### src/rtl/mult_scheduler_pkg.sv
// mult_sched_pkg: width helpers and the round-robin index function shared by the multiplier scheduler.
package mult_sched_pkg;
  function automatic int id_w(input int n);
    return (n > 1) ? $clog2(n) : 1;
  endfunction
  function automatic int cnt_w(input int max_out);
    return $clog2(max_out + 1);
  endfunction
  function automatic int rr_idx(input int p, input int k, input int n);
    return (p + k) % n;
  endfunction
endpackage

### src/rtl/mult_scheduler_if.sv
// mult_scheduler_if: client-side request/response bundle of the multiplier scheduler.
interface mult_scheduler_if
  import mult_sched_pkg::*;
#(
  parameter int W = 4,
  parameter int N = 4
);
  localparam int IDW = id_w(N);
  logic [N-1:0]          req_valid;
  logic [N-1:0]          req_ready;
  logic [N-1:0][W-1:0]   req_a;
  logic [N-1:0][W-1:0]   req_b;
  logic                  resp_valid;
  logic [IDW-1:0]        resp_id;
  logic [2*W-1:0]        resp_product;
  modport master (output req_valid, req_a, req_b, input req_ready, resp_valid, resp_id, resp_product);
  modport slave  (input req_valid, req_a, req_b, output req_ready, resp_valid, resp_id, resp_product);
endinterface

### src/rtl/mult_scheduler_rr_arbiter.sv
// rr_arbiter: combinational round-robin pick over elig, searching upward from ptr.
module rr_arbiter
  import mult_sched_pkg::*;
#(
  parameter int N = 4,
  localparam int IDW = id_w(N)
) (
  input  logic [N-1:0]   elig,
  input  logic [IDW-1:0] ptr,
  output logic [N-1:0]   grant,
  output logic           grant_any,
  output logic [IDW-1:0] grant_idx
);
  // Walk from farthest to nearest so the candidate closest to ptr wins.
  always_comb begin
    grant_idx = '0;
    for (int k = N - 1; k >= 0; k--)
      if (elig[IDW'(rr_idx(int'(ptr), k, N))]) grant_idx = IDW'(rr_idx(int'(ptr), k, N));
    grant_any = |elig;
    grant = '0;
    grant[grant_idx] = grant_any;
  end
endmodule

### src/rtl/mult_scheduler.sv
// mult_scheduler: shares one M-cycle multiplier among N requesters with round-robin
// grants, a latency-matched tag pipeline and per-requester credit limits.
module mult_scheduler
  import mult_sched_pkg::*;
#(
  parameter int W       = 4,
  parameter int N       = 4,
  parameter int M       = 2,
  parameter int MAX_OUT = 2
) (
  input  logic              clk,
  input  logic              rst_n,
  mult_scheduler_if.slave   bus,
  output logic [W-1:0]      mul_a,
  output logic [W-1:0]      mul_b,
  input  logic [2*W-1:0]    mul_product,
  output logic              busy
);
  localparam int IDW = id_w(N);
  localparam int CW  = cnt_w(MAX_OUT);
  typedef struct packed {
    logic           valid;
    logic [IDW-1:0] id;
  } tag_t;
  logic [N-1:0]   elig, grant;
  logic           grant_any;
  logic [IDW-1:0] g, ptr;
  logic [CW-1:0]  cnt [N];
  tag_t           out_tag;
  // Masking with rst_n keeps grants (and the M=0 response path) quiet during reset.
  always_comb begin
    elig = '0;
    for (int i = 0; i < N; i++) elig[i] = rst_n && bus.req_valid[i] && (cnt[i] < CW'(MAX_OUT));
  end
  rr_arbiter #(.N(N)) u_arb (.elig(elig), .ptr(ptr), .grant(grant), .grant_any(grant_any), .grant_idx(g));
  assign bus.req_ready = grant;
  assign mul_a = grant_any ? bus.req_a[g] : '0;
  assign mul_b = grant_any ? bus.req_b[g] : '0;
  generate
    if (M == 0) begin : g_comb
      assign out_tag = '{valid: grant_any, id: g};
    end else begin : g_pipe
      tag_t tq [M];
      always_ff @(posedge clk or negedge rst_n)
        if (!rst_n) for (int i = 0; i < M; i++) tq[i] <= '0;
        else begin
          tq[0] <= '{valid: grant_any, id: g};
          for (int i = 1; i < M; i++) tq[i] <= tq[i-1];
        end
      assign out_tag = tq[M-1];
    end
  endgenerate
  assign bus.resp_valid   = out_tag.valid;
  assign bus.resp_id      = out_tag.id;
  assign bus.resp_product = out_tag.valid ? mul_product : '0;
  always_ff @(posedge clk or negedge rst_n)
    if (!rst_n) ptr <= '0;
    else if (grant_any) ptr <= (g == IDW'(N - 1)) ? '0 : g + 1'b1;
  always_ff @(posedge clk or negedge rst_n)
    if (!rst_n) for (int i = 0; i < N; i++) cnt[i] <= '0;
    else for (int i = 0; i < N; i++)
      if (grant[i] != (out_tag.valid && out_tag.id == IDW'(i))) cnt[i] <= grant[i] ? cnt[i] + 1'b1 : cnt[i] - 1'b1;
  always_comb begin
    busy = 1'b0;
    for (int i = 0; i < N; i++) busy = busy | (cnt[i] != '0);
  end
  generate
    for (genvar j = 0; j < N; j++) begin : g_chk
      assert property (@(posedge clk) disable iff (!rst_n) cnt[j] <= CW'(MAX_OUT));
      assert property (@(posedge clk) disable iff (!rst_n)
        (out_tag.valid && out_tag.id == IDW'(j)) |-> (cnt[j] != '0 || grant[j]));
    end
  endgenerate
endmodule

### src/flat_wrapper.sv
// flat-port wrapper written by rule: the top's interface ports become plain ports
module mult_scheduler_flat import mult_sched_pkg::*;
#(
  parameter int W       = 4,
  parameter int N       = 4,
  parameter int M       = 2,
  parameter int MAX_OUT = 2
)
  (clk, rst_n, mul_a, mul_b, mul_product, busy, bus_req_valid, bus_req_a, bus_req_b, bus_req_ready, bus_resp_valid, bus_resp_id, bus_resp_product);
  mult_scheduler_if #(.W(W), .N(N)) bus_i ();
  input  logic clk;
  input  logic rst_n;
  output logic [W-1:0] mul_a;
  output logic [W-1:0] mul_b;
  input  logic [2*W-1:0] mul_product;
  output logic busy;
  input wire logic [$bits(bus_i.req_valid)-1:0] bus_req_valid;
  input wire logic [$bits(bus_i.req_a)-1:0] bus_req_a;
  input wire logic [$bits(bus_i.req_b)-1:0] bus_req_b;
  output wire logic [$bits(bus_i.req_ready)-1:0] bus_req_ready;
  output wire logic [$bits(bus_i.resp_valid)-1:0] bus_resp_valid;
  output wire logic [$bits(bus_i.resp_id)-1:0] bus_resp_id;
  output wire logic [$bits(bus_i.resp_product)-1:0] bus_resp_product;
  assign bus_i.req_valid = bus_req_valid;
  assign bus_i.req_a = bus_req_a;
  assign bus_i.req_b = bus_req_b;
  assign bus_req_ready = bus_i.req_ready;
  assign bus_resp_valid = bus_i.resp_valid;
  assign bus_resp_id = bus_i.resp_id;
  assign bus_resp_product = bus_i.resp_product;
  mult_scheduler #(.W(W), .N(N), .M(M), .MAX_OUT(MAX_OUT)) u_core (.clk(clk), .rst_n(rst_n), .bus(bus_i), .mul_a(mul_a), .mul_b(mul_b), .mul_product(mul_product), .busy(busy));
endmodule
### config.mk
export PLATFORM = sky130hd
export DESIGN_NAME = mult_scheduler_flat
export DESIGN_NICKNAME = d
export VERILOG_FILES = /design/src/rtl/mult_scheduler_pkg.sv /design/src/rtl/mult_scheduler_if.sv /design/src/rtl/mult_scheduler_rr_arbiter.sv /design/src/rtl/mult_scheduler.sv /design/src/flat_wrapper.sv
export SDC_FILE = /design/constraint.sdc
export NUM_CORES = 1
export LEC_CHECK = 0
export BUFFER_PORTS_ARGS = -buffer_cell sky130_fd_sc_hd__buf_2
export CORE_UTILIZATION = 40
export CTS_CLUSTER_SIZE = 16
export DETAILED_ROUTE_END_ITERATION = 6
export GPL_TIMING_DRIVEN = 0
export HOLD_SLACK_MARGIN = 0.03
export MAX_ROUTING_LAYER = met4
export PLACE_DENSITY = 0.75
export SYNTH_ARGS = -nofsm -noshare
export SYNTH_HDL_FRONTEND = slang
export SYNTH_SLANG_ARGS = --single-unit
### constraint.sdc
create_clock -name clk -period 2.75 [get_ports clk]
set_input_delay 0.4125 -clock clk [delete_from_list [all_inputs] [get_ports clk]]
set_output_delay 0.4125 -clock clk [all_outputs]
set_load 0.02 [all_outputs]
==> out/qor.yml <==
status: "finished clean"
initial_core_util_pct: 43.9
grt_antenna_before_repair: 0
antenna_cells: 0
cellLeakagePower_nw: 0.821
grt_overflow_total: 0
syn_nets: 162
track_usage_pct: 18.7
grt_pass1_wl_um: 4570
end_kind: "primary output"
max-slew-margin-rel_pct: 70.5
p_per_area_mw_per_mm2: 902
cp.depth: 7
row_count: 18
grt_max_degree: 20
critPathMaxFanout: 22
die_y_um: 55.3
wl_um: 2650
portBuffers: 69
cts_tree: "done"
setup_viol: 0
async_flop_share_pct: 100
cts.sinks: 16
synthTopCellsByCount: "mux2i_1, dfrtp_1, and2_1"
insertion_delay_ps: 280
layout-drive-gt1-share_pct: 49.2
cp_top_family: "simple AND/OR/NAND/NOR gates"
r2r_slack_ps: 670
crit_end: "mul_a[1]"
avgSynthCellArea_um2: 9.79
period_needed_ps: 2550
finalPower_mw: 1.43
netlist_area_mm2: 0.00114
ys_types: 36
ys.warnings.count: 0
dp.final_hpwl_um: 2220
dieArea_mm2: 0.00306
clockBufferDepth: 2
r2r_end: "u_core.cnt[7]$_DFFE_PN0P_"
drv_slew: 0
vias: 1115
worstSetupStartpointType: "register"
hold_viol_final: 0
viasPerCell: 5.05
crit_type: "register to primary output"
fin_worst_skew_ps: 2.67
vdd_drop_max_mv: 0.652
cts-root-buf: "clkbuf_4"
synthMostInstantiatedCell: "mux2i_1"
drcViolationCount: 0
holdWs_ps: 62.1
io_pins: 70
hold_class: "input pin to async pin"
synthCells: 116
reg2reg_depth: 7
r2r_start: "u_core.cnt[3]$_DFFE_PN0P_"
fin_util_pct: 61.1
area_growth_pct: 39.2
ys.flop_type: "dfrtp_1"
cpPeakStageDelay_ps: 400
htree_levels: 1
fin_crit_sh_pct: 92.8
first_iter_violations: 25
setup_tns_ps: 0
antenna_left: 0
crit_path_start: "u_core.cnt[3]$_DFFE_PN0P_"
synth-edff-count: 0
routedWlPerCell_um: 12.0
fmax_mhz: 392
slowest_stage: "dfrtp_1"
die_x_um: 55.3
tightest_slew_ps: 443
path_buf_inv: 2
synth_seq_cells: 16
fillers: 210
nNetsFinal: 238
yosys.area.top_type: "dfrtp_1"
regArea_um2: 400
critical_path_required_ps: 2340
seq_area_frac_synth_pct: 35.2
worstPathCellList: "and2b_1, a22oi_1, and4b_4, buf_6, mux2i_1, o22ai_1, buf_4"
cts_buffers: 3
rsz0062_at_grt: "no"
synth_top_area_share_pct: 35.2
multi_input_area_um2: 677
grt_pass1_vias: 1071
gp_congestion: 0.766
core_area_mm2: 0.00259
dr.pass1.iters: 4
maxCapViolCount: 0
synthTopCellsByArea: "dfrtp_1, mux2i_1, and2_1, xnor2_1, o22ai_1"
cp.arrival_ps: 2140
clkTransAtPathRegs_ps: 90
-- kinds of logic after synthesis --
family / synth area share (%)
multiplexers: 17.6
XOR/XNOR: 6.17
AO/OA/AOI/OAI: 10.0
AND/OR/NAND/NOR: 24.6
flip-flops: 35.2
buffers and inverters: 6.39
-- flip-flops by register name, indices dropped and copies added (netlist names) --
register	count
u_core.bus.resp_id	2
u_core.g_pipe.tq	3
u_core.ptr	2
u_core.bus.resp_valid	1
u_core.cnt	8
-- worst register-to-register path, cell delays in order, from the launching register on --
cell	delay, ps
dfrtp_1	420
or3b_1	380
a21oi_1	140
and4b_4	220
buf_6	190
nor3_4	270
mux2i_1	260
xnor2_1	140
-- report_power, final --
part	total (mW)	switching, mW	internal, mW
Clock	0.151	0.0702	0.0806
Sequential	0.434	0.0943	0.339
Combinational	0.842	0.448	0.394
-- final cells by class --
class / count / share of cell area [%]
well taps: 30 / 2.37
inverters: 4 / 0.949
multi-input cells: 89 / 42.8
flip-flops and latches: 16 / 25.3
repair buffers: 73 / 23.9
plain buffers: 5 / 2.37
clock buffers: 4 / 2.29
-- repair_timing --
item | CTS | global route
setup buffers | 3 | 1
setup endpoints to repair | 8 | 8
resized for setup | 2 | 3
pin swaps | 1 | 1
hold buffers | 0 | 0
-- per-layer routing --
| layer | track usage (%) | vias to the layer above | routed length, um |
|---|---|---|---|
| met3 | 4.68 | 0 | 268 |
| met4 | 1.07 | 0 | 0 |
| met2 | 35.1 | 70 | 1370 |
| met5 | - | - | 0 |
| met1 | 20.7 | 492 | 1010 |
| li1 | - | 553 | - |
-- worst min path at each step --
| stage | endpoint | slack (ps) | cells after the start |
|---|---|---|---|
| final | u_core.cnt[2]$_DFFE_PN0P_ | 60 | 1 |
| after global routing | u_core.bus.resp_id[0]$_DFF_PN0_ | 70 | 1 |
| after CTS | u_core.bus.resp_id[0]$_DFF_PN0_ | 60 | 1 |
| after detailed placement | u_core.bus.resp_valid$_DFF_PN0_ | 330 | 0 |
| after global placement | u_core.bus.resp_id[1]$_DFF_PN0_ | 330 | 0 |
| after floorplan | u_core.bus.resp_id[0]$_DFF_PN0_ | 120 | 0 |
-- stage by stage --
step | setup slack (ps) | cell area, um^2 | instances
2_1_floorplan | 380 | 1140 | 116
3_3_place_gp | 306 | 1520 | 215
3_5_place_dp | 203 | 1520 | 215
4_1_cts | 12.1 | 1570 | 221
5_1_grt | 15.6 | 1580 | 221
6_report | 197 | 1580 | 221
-- cell usage in the layout, fill, tap and decap left out, types with 4 or more instances in the layout --
cell       n
o22ai_1    8
clkbuf_4   4
and2_1    11
buf_2     68
xnor2_1    6
nand2_1    5
buf_4      7
nor2_1     7
mux2i_1   20
dfrtp_1   16
Power figures use the tool's default switching activity.
